`config.mk`:
```
export PLATFORM = sky130hd
export DESIGN_NAME = l2_lookup_pipe
export DESIGN_NICKNAME = d
export VERILOG_FILES = /design/src/rtl/l2_lookup_pipe_pkg.sv /design/src/rtl/l2_lookup_pipe_way_prio_enc.sv /design/src/rtl/l2_lookup_pipe.sv
export SDC_FILE = /design/constraint.sdc
export NUM_CORES = 2
export LEC_CHECK = 0
export ABC_AREA = 1
export CAP_MARGIN = 20
export CORE_ASPECT_RATIO = 0.75
export CORE_MARGIN = 5
export CORE_UTILIZATION = 35
export DETAILED_ROUTE_END_ITERATION = 8
export GPL_ROUTABILITY_DRIVEN = 0
export SLEW_MARGIN = 20
export SYNTH_ARGS = -nofsm -noshare
export SYNTH_HDL_FRONTEND = slang
export SYNTH_SLANG_ARGS = --single-unit
```
`constraint.sdc`:
```
create_clock -name clk -period 4.68 [get_ports clk]
set_input_delay 0.468 -clock clk [delete_from_list [all_inputs] [get_ports clk]]
set_output_delay 0.468 -clock clk [all_outputs]
set_load 0.01 [all_outputs]
```
`src/rtl/l2_lookup_pipe_pkg.sv`:
```
// l2_lookup_pipe_pkg: shared types and Spandex word-state encodings for the L2 lookup pipe
package l2_lookup_pipe_pkg;
    localparam int L2_WAYS  = 8;
    localparam int L2_WORDS = 4;
    localparam logic [2:0] SPX_I = 3'd0;
    localparam logic [2:0] SPX_V = 3'd1;
    localparam logic [2:0] SPX_S = 3'd2;
    localparam logic [2:0] SPX_R = 3'd3;
    typedef logic [$clog2(L2_WAYS)-1:0] l2_way_t;
    typedef logic [L2_WORDS-1:0] word_mask_t;
    typedef enum logic {L2_LOOKUP = 1'b0, L2_LOOKUP_FWD = 1'b1} lookup_mode_t;
endpackage

```
`src/rtl/l2_lookup_pipe_way_prio_enc.sv`:
```
// l2_way_prio_enc: lowest-index priority encoder over a way vector
//   i_vec   : one bit per way
//   o_found : any bit set
//   o_idx   : lowest set index (0 when none)
//   o_multi : more than one bit set
module l2_way_prio_enc #(
    parameter int N = 8,
    localparam int IW = $clog2(N)
) (
    input  logic [N-1:0]  i_vec,
    output logic          o_found,
    output logic [IW-1:0] o_idx,
    output logic          o_multi
);
    always_comb begin
        o_idx = '0;
        for (int i = N - 1; i >= 0; i--) o_idx = i_vec[i] ? IW'(i) : o_idx;
    end
    assign o_found = |i_vec;
    // clearing the lowest set bit leaves something only if two or more were set
    assign o_multi = |(i_vec & (i_vec - N'(1)));
endmodule

```
`src/rtl/l2_lookup_pipe.sv`:
```
// l2_lookup_pipe: one-stage L2 tag/state lookup resolving hit, empty and round-robin victim way
//   clk, rst (async, active-low)
//   i_req_valid/o_req_ready, i_req_mode, i_req_tag, i_req_set, i_tags_in, i_states_in : request side
//   o_resp_valid/i_resp_ready : result handshake
//   o_tag_hit, o_way_hit, o_multi_hit, o_empty_found, o_empty_way, o_evict_way,
//   o_mask_shared, o_mask_owned : registered lookup result
module l2_lookup_pipe
    import l2_lookup_pipe_pkg::*;
#(
    parameter int WAYS    = 8,
    parameter int WORDS   = 4,
    parameter int SETS    = 256,
    parameter int TAG_W   = 20,
    parameter int STATE_W = 3,
    localparam int WW = $clog2(WAYS),
    localparam int SW = $clog2(SETS)
) (
    input  logic                           clk,
    input  logic                           rst,
    input  logic                           i_req_valid,
    output logic                           o_req_ready,
    input  logic                           i_req_mode,
    input  logic [TAG_W-1:0]               i_req_tag,
    input  logic [SW-1:0]                  i_req_set,
    input  logic [WAYS*TAG_W-1:0]          i_tags_in,
    input  logic [WAYS*WORDS*STATE_W-1:0]  i_states_in,
    output logic                           o_resp_valid,
    input  logic                           i_resp_ready,
    output logic                           o_tag_hit,
    output logic [WW-1:0]                  o_way_hit,
    output logic                           o_multi_hit,
    output logic                           o_empty_found,
    output logic [WW-1:0]                  o_empty_way,
    output logic [WW-1:0]                  o_evict_way,
    output logic [WORDS-1:0]               o_mask_shared,
    output logic [WORDS-1:0]               o_mask_owned
);
    logic [WAYS-1:0]  w_present, w_match;
    logic             w_hit, w_multi, w_empty, w_empty_multi_unused;
    logic [WW-1:0]    w_hit_way, w_empty_way, w_ptr;
    logic [WORDS-1:0] w_ms, w_mo;
    logic             w_fwd, w_accept, w_upd;
    logic [WW-1:0]    r_ptr [SETS];
    logic             r_valid, r_hit, r_multi, r_empty;
    lookup_mode_t     r_mode;
    logic [SW-1:0]    r_set;
    logic [WW-1:0]    r_way, r_ew, r_ev;
    logic [WORDS-1:0] r_ms, r_mo;

    always_comb begin
        w_present = '0;
        w_match   = '0;
        for (int i = 0; i < WAYS; i++) begin
            for (int j = 0; j < WORDS; j++)
                w_present[i] = w_present[i] | (i_states_in[(i*WORDS+j)*STATE_W +: STATE_W] != STATE_W'(SPX_I));
            w_match[i] = w_present[i] && (i_tags_in[i*TAG_W +: TAG_W] == i_req_tag);
        end
    end

    l2_way_prio_enc #(.N(WAYS)) u_hit_enc (
        .i_vec   (w_match),
        .o_found (w_hit),
        .o_idx   (w_hit_way),
        .o_multi (w_multi)
    );

    l2_way_prio_enc #(.N(WAYS)) u_empty_enc (
        .i_vec   (~w_present),
        .o_found (w_empty),
        .o_idx   (w_empty_way),
        .o_multi (w_empty_multi_unused)
    );

    always_comb begin
        w_ms = '0;
        w_mo = '0;
        for (int j = 0; j < WORDS; j++) begin
            w_mo[j] = w_hit && (i_states_in[(int'(w_hit_way)*WORDS+j)*STATE_W +: STATE_W] == STATE_W'(SPX_R));
            w_ms[j] = w_hit && (w_mo[j] || i_states_in[(int'(w_hit_way)*WORDS+j)*STATE_W +: STATE_W] == STATE_W'(SPX_S));
        end
    end

    assign o_req_ready = !r_valid || i_resp_ready;
    assign w_accept    = i_req_valid && o_req_ready;
    assign w_fwd       = lookup_mode_t'(i_req_mode) == L2_LOOKUP_FWD;
    assign w_upd       = r_valid && i_resp_ready && r_mode == L2_LOOKUP && !r_hit && !r_empty;
    // a same-set request accepted while the previous victim is handed off must see the advanced pointer
    assign w_ptr       = r_ptr[i_req_set] + ((w_upd && r_set == i_req_set) ? WW'(1) : WW'(0));

    always_ff @(posedge clk or negedge rst) begin
        if (!rst) begin
            for (int s = 0; s < SETS; s++) r_ptr[s] <= '0;
        end else if (w_upd) begin
            r_ptr[r_set] <= r_ptr[r_set] + WW'(1);
        end
    end

    always_ff @(posedge clk or negedge rst) begin
        if (!rst) begin
            r_valid <= 1'b0;
            r_mode  <= L2_LOOKUP;
            r_set   <= '0;
            r_hit   <= 1'b0;
            r_way   <= '0;
            r_multi <= 1'b0;
            r_empty <= 1'b0;
            r_ew    <= '0;
            r_ev    <= '0;
            r_ms    <= '0;
            r_mo    <= '0;
        end else if (w_accept) begin
            r_valid <= 1'b1;
            r_mode  <= lookup_mode_t'(i_req_mode);
            r_set   <= i_req_set;
            r_hit   <= w_hit;
            r_way   <= w_hit_way;
            r_multi <= w_multi;
            r_empty <= !w_fwd && w_empty;
            r_ew    <= w_fwd ? '0 : w_empty_way;
            r_ev    <= w_fwd ? '0 : (w_empty ? w_empty_way : w_ptr);
            r_ms    <= w_ms;
            r_mo    <= w_mo;
        end else if (i_resp_ready) begin
            r_valid <= 1'b0;
        end
    end

    assign o_resp_valid  = r_valid;
    assign o_tag_hit     = r_hit;
    assign o_way_hit     = r_way;
    assign o_multi_hit   = r_multi;
    assign o_empty_found = r_empty;
    assign o_empty_way   = r_ew;
    assign o_evict_way   = r_ev;
    assign o_mask_shared = r_ms;
    assign o_mask_owned  = r_mo;
endmodule

```
# ---- After elaboration in Yosys (flattened, before gate mapping)
# Index checks and enable logic that the tools add are counted.
# Widths: inputs -> output; s select.
dict set report totals {
  latchBits 0
  wordCells 430
  ramBits 0
  register_bits 798
  mem_bits_ro 0
  mem_count 0
}
dict set report classes {
  n_reduce_logical 69
  bitwise 29
  n_eq_ne 17
  muxes 31
  div_mod_pow 0
  n_addsub 6
  shifts 4
  n_mul 4
  order_cmp 3
}
# operator n
set op_table {}
lappend op_table {{$bwmux 768} 1}
lappend op_table {{$shiftx 96x9->3} 3}
lappend op_table {{$eq 20x20->1} 8}
lappend op_table {{$reduce_bool 3->1} 32}
lappend op_table {{$shiftx 96x8->3} 1}
lappend op_table {{$mux 3} 24}
lappend op_table {{$bmux 3 s8} 2}
lappend op_table {{$demux 3 s8} 1}
lappend op_table {{$eq 3x2->1 const B} 8}
lappend op_table {{$logic_and 1x1->1} 24}
lappend op_table {{$mul 6x2->8 const B} 3}
lappend op_table {{$or 1x1->1} 24}
lappend op_table {{$reduce_or 8->1} 3}
lappend op_table {{$ge 9x9->1 const B} 2}
lappend op_table {{$not 8->9} 2}
lappend op_table {{$add 5x2->6 const B} 2}
lappend op_table {{$lt 9x1->1 const B} 1}
lappend op_table {{$and 8x8->8} 1}
lappend op_table {{$eq 8x8->1} 1}
lappend op_table {{$not 8->8} 1}
lappend op_table {{$sub 8x1->8 const B} 1}
lappend op_table {{$add 5x1->6 const B} 1}
lappend op_table {{$logic_or 1x1->1} 5}
lappend op_table {{$mul 3x2->5 const B} 1}
lappend op_table {{6 further kinds} 11}

# ---- Logic depth before layout (Yosys ltp)
dict set report logic_depth {
  depth_word 20
  mapped_depth 24
}

# ---- By module
# Synthesis repeated with hierarchy kept, for this count alone.
dict set report hier_totals {
  hier_cells 6977
  area_unflattened_um2 49004.5
}
# module n_inst area_per_inst_um2 cells_each seq_area_each_um2
set modules_own_cells {}
lappend modules_own_cells {l2_lookup_pipe 1 48621.6 6889 19969.2}
lappend modules_own_cells {l2_way_prio_enc 2 191.4 44 0.0}

# ---- Worst setup path before layout
# OpenSTA, ideal clock, no wires.
dict set report synth_timing {
  path_type {reg2reg}
  from {register r_set[1]}
  to {register r_ptr[253] (netlist name)}
  period_less_slack_ps 3580
  path_slack_ps 1100
  path_stages_with_launch 21
  arrival_time_ps 3447
  setup_ps 133
  required_time_ps 4547
  n_path_buf 8
  path_cell_list {dfrtp_1 -> buf_2 -> nand2_2 -> inv_2 -> buf_2 -> buf_2 -> buf_1 -> clkbuf_1 -> a22oi_1 -> a21oi_1 -> nor4_1 -> o21ai_0 -> or2_2 -> a22oi_1 -> nand2_1 -> ha_1 -> clkbuf_1 -> inv_1 -> clkbuf_1 -> clkbuf_1 -> o21ai_0}
}
dict set report synth_between {
  elab_chain_cells 6
  word_cells_on_any_way 11
  classes_between {1 x add/sub; 2 x order compare; 6 x mux; 1 x bitwise; 1 x reduce/logical}
}
# element line_no
set synth_lines {}
lappend synth_lines {{start: declaration} l2_lookup_pipe.sv:46} ;# logic [SW-1:0] r_set;
lappend synth_lines {{start signal: assignment} l2_lookup_pipe.sv:114} ;# r_set <= i_req_set;
lappend synth_lines {{$not 8->9 (not written as such) (*)} l2_lookup_pipe.sv:94} ;# r_ptr[r_set] <= r_ptr[r_set] + WW'(1);
lappend synth_lines {{$bmux 3 s8, or another cell as far along} l2_lookup_pipe.sv:94}
lappend synth_lines {{$mux 3 (not written as such) or $logic_and 1x1->1 (tied branches)} l2_lookup_pipe.sv:94}
lappend synth_lines {{$mux 3 (not written as such)} l2_lookup_pipe.sv:94}
lappend synth_lines {{$add 3x1->3 or $demux 3 s8 (tied branches)} l2_lookup_pipe.sv:94}
lappend synth_lines {{$bwmux 768 (*)} l2_lookup_pipe.sv:94}
lappend synth_lines {{end signal: indexed assignment} l2_lookup_pipe.sv:94}
lappend synth_lines {{end: declaration} l2_lookup_pipe.sv:43} ;# logic [WW-1:0] r_ptr [SETS];
# Every way passes the cells marked *; elsewhere a longest branch is shown, timed or not. The select of a mux whose other input is x is not followed.
# A chain may end at the register's enable or synchronous reset.

# ---- Worst setup path after layout
dict set report layout_timing {
  from {register r_set[1]}
  to {register r_ptr[701] (netlist name)}
}
# Same word-level chain as after synthesis.

==> flow_metrics.env <==
export IMPL_fin_area_um2=56980
export IMPL_cts_clk_slew_worst_paths_ns=0.07
export IMPL_cts_tree="yes"
export IMPL_crit_reg2reg_launch="r_set[1]"
export IMPL_drtIter0Drc=7561
export IMPL_synth_seq_cells=798
export IMPL_grt_max_degree=179
export IMPL_clock_path_buffers=3
export IMPL_portBuffers=310
export IMPL_antenna_left=0
export IMPL_leakagePower_nw=24.93
export IMPL_hp_class="input port to asynchronous set/reset pin"
export IMPL_antenna_found_initial=10
export IMPL_dr_total_vias=51870
export IMPL_hold_violations=0
export IMPL_tightest_slew_ns=1.085
export IMPL_synth_top_cell_by_area="dfrtp_1"
export IMPL_max_cap_violations=0
export IMPL_routed_via_density=5.846
export IMPL_cts_inserted_buffers=80
export IMPL_synth_distinct_cells=43
export IMPL_rsz0062_at_grt="false"
export IMPL_fmax_ghz=0.2185
export IMPL_drive_above_1_share=0.06663
export IMPL_p_int_mw=12.00
export IMPL_fin_worst_skew_ns=0.03361
export IMPL_setup_viol=0
export IMPL_crit_path_end_kind="register"
export IMPL_netSwitchingFraction=0.3310
export IMPL_cts_sink_count=798
export IMPL_drc=0
export IMPL_r2r_end="r_ptr[701]"
export IMPL_synthCells=6827
export IMPL_die_w_um=440.2
export IMPL_power_frac_clock=0.378
export IMPL_avgRoutedWirePerCell_um=23.95
export IMPL_p_per_area_nw_per_um2=314.7
export IMPL_maxSlewViolCount=0
export IMPL_grtUsageTotal=0.2802
export IMPL_initial_core_util=0.3520
export IMPL_first_pass_iters=9
export IMPL_core_rowCount=118
export IMPL_yosysTopAreaCellShare=0.4110
export IMPL_seqPwrFrac=0.406
export IMPL_crit_type="register to register"
export IMPL_grt_pass1_wl_mm=316.8
export IMPL_grt_overflow_total=0
export IMPL_insertion_delay_ns=0.69
export IMPL_fin_crit_sh=0.9778
export IMPL_cts_setup_buffers=0
export IMPL_dieArea_um2=146500
export IMPL_fin_hold_ws_ns=0.3579
export IMPL_cts_root_buffer="clkbuf_16"
export IMPL_placed_area_um2=54320
export IMPL_power_switching_mw=5.935
export IMPL_fin_crit_ns=4.576
export IMPL_cp_max_fo=48
export IMPL_startpoint_type="register"
export IMPL_totalWireLength_mm=212.5
export IMPL_area_growth_synth_to_final_pct=17.27
export IMPL_setup_tns_ns=0
export IMPL_relSlewSlack=0.2766
export IMPL_synth_area_leaders="dfrtp_1 (41%), nand2_1 (13%), nand3_1 (6.3%)"
export IMPL_grt_pass1_vias=48390
export IMPL_arrival_ns=5.18
export IMPL_top_level_ports=311
export IMPL_yosys_warnings=0
export IMPL_p_comb_frac=0.216
export IMPL_r2r_setup_slack_ns=0.10
export IMPL_synth_seq_area_share=0.4110
export IMPL_syn_nets=7119
export IMPL_status="completed"
export IMPL_avgSynthCellArea_um2=7.117
export IMPL_dp_hpwl_mm=139.0
export IMPL_htree_levels=3
export IMPL_ir_drop_mv=0.2941
export IMPL_core_um2=138000
export IMPL_synth_cell_area_um2=48590
export IMPL_rr_worst_depth=15
export IMPL_die_y_um=332.7
export IMPL_final_net_count=7247
export IMPL_crit_required_ns=5.29
cells in the final DEF, fill, tap and decap left out, drive strengths merged, types with 11 or more instances in the layout:
cell           Yosys  layout
a21oi            152     152
a22oi            341     341
buf              189     218
clkbuf           289     113
clkdlybuf4s50      0     305
clkinv             9      26
dfrtp            798     798
inv              529     528
mux2              75      75
nand2           1671    1671
nand3            611     611
nand4             39      39
nor2             599     599
nor3             291     291
nor4              11      11
o21ai            831     831
o221ai            19      19
o22ai            177     177
o31ai             13      13
or2               26      26
xnor2             27      27
xor2              92      92
state kept, by name, summed over array words and instances, names as in the netlist:
| signal | cells |
|---|---|
| o_mask_shared | 4 |
| o_empty_way | 3 |
| r_ptr | 768 |
| o_evict_way | 3 |
| r_mode | 1 |
| o_resp_valid | 1 |
| o_way_hit | 3 |
| o_tag_hit | 1 |
| o_empty_found | 1 |
| o_mask_owned | 4 |
| o_multi_hit | 1 |
| r_set | 8 |
worst max-delay path, cell delays in order, from the launching register on:
cell and delay, ns:
dfrtp_1 0.54, nor2_4 0.23, buf_12 0.23, inv_2 0.39
o221ai_1 0.41, nand2_1 0.19, a21oi_1 0.08, nor3_1 0.50
o22ai_1 0.14, a211oi_1 0.34, nand2_1 0.15, ha_4 0.20
nand2_4 0.15, buf_4 0.58, nand3_1 0.18, nand2_1 0.12
per-layer routing:
metal	global-route usage	wire length, µm	vias to the layer above
met1	0.4078	90590	24850
met5	0	92	-
met4	0.09315	7939	14
met3	0.08361	27130	503
li1	-	-	23200
met2	0.3945	86750	3304
power groups by stage:
stage	registers (mW)	clock network (mW)	logic, mW
6_report	7.29	6.78	3.87
4_1_cts	7.27	6.84	3.73
3_3_place_gp	7.40	0	3.69
5_1_grt	7.30	7.11	4.03
3_5_place_dp	7.40	0	3.72
2_1_floorplan	7.33	0	1.79
worst max-delay path by stage:
| stage | endpoint | cells after the start | slack [ns] | from |
|---|---|---|---|---|
| 2_1_floorplan | r_ptr[253] | 20 | 1.10 | r_set[1] |
| 5_1_grt | r_ptr[446] | 16 | 0.07 | r_set[1] |
| 3_5_place_dp | r_ptr[566] | 18 | 0.33 | r_set[0] |
| 4_1_cts | r_ptr[566] | 18 | 0.31 | r_set[0] |
| 6_report | r_ptr[701] | 15 | 0.10 | r_set[1] |
| 3_3_place_gp | r_ptr[533] | 16 | 0.33 | r_set[1] |
what timing repair did:
action                                  in CTS  in global routing
resized for setup                            0                  1
endpoints found under the setup margin       0                  4
hold endpoints to repair                    70                  0
hold buffers                                 1                  0
layout make-up:
| cell class | count | area (µm²) |
|---|---|---|
| clock buffers | 113 | 2351 |
| diodes | 3 | 7.507 |
| multi-input cells | 5013 | 24630 |
| repair buffers | 524 | 5358 |
| clock inverters | 23 | 286.5 |
| inverters | 538 | 2053 |
| flip-flops and latches | 798 | 19970 |
| well taps | 1860 | 2327 |
| fillers | 14110 | 81070 |
per-stage QoR:
stage | power [mW] | util | worst slack, ns | std cells
after floorplan | 9.121 | - | 1.100 | 6827
after global placement | 11.09 | 0.3935 | 0.3276 | 8732
after detailed placement | 11.12 | 0.3935 | 0.3268 | 8732
after CTS | 17.84 | 0.4127 | 0.3075 | 8869
after global routing | 18.43 | 0.4127 | 0.06568 | 8870
final | 17.93 | 0.4128 | 0.1038 | 8872
cells by family (layout without fill, tap and decap cells):
kind of cell,after synthesis,count (layout),synth area share
adders and majority gates,3,3,0.0007726
buffers and inverters,1016,1198,0.08348
muxes,75,75,0.01738
AOI/OAI and AO/OA,1552,1552,0.1854
other,0,3,0
DFF,798,798,0.4110
xor gates and xnor gates,119,119,0.02145
and+or+nand+nor,3264,3264,0.2806
Yosys cell counts (all sizes together):
cell,number
nor2,599
inv,529
o221ai,19
xnor2,27
nand3b,4
xor2,92
o22a,1
o21ai,831
nand2b,3
a21o,2
nand4,39
o22ai,177
or2,26
dfrtp,798
a211oi,1
nor4,11
a21oi,152
a32o,1
nor3,291
and2,1
nor2b,2
nand3,611
clkbuf,289
nand2,1671
a221oi,4
clkinv,9
nor4b,4
a22oi,341
o32ai,4
nor3b,2
o211ai,6
mux2,75
o31ai,13
ha,3
buf,189
Power figures use the tool's default switching activity.
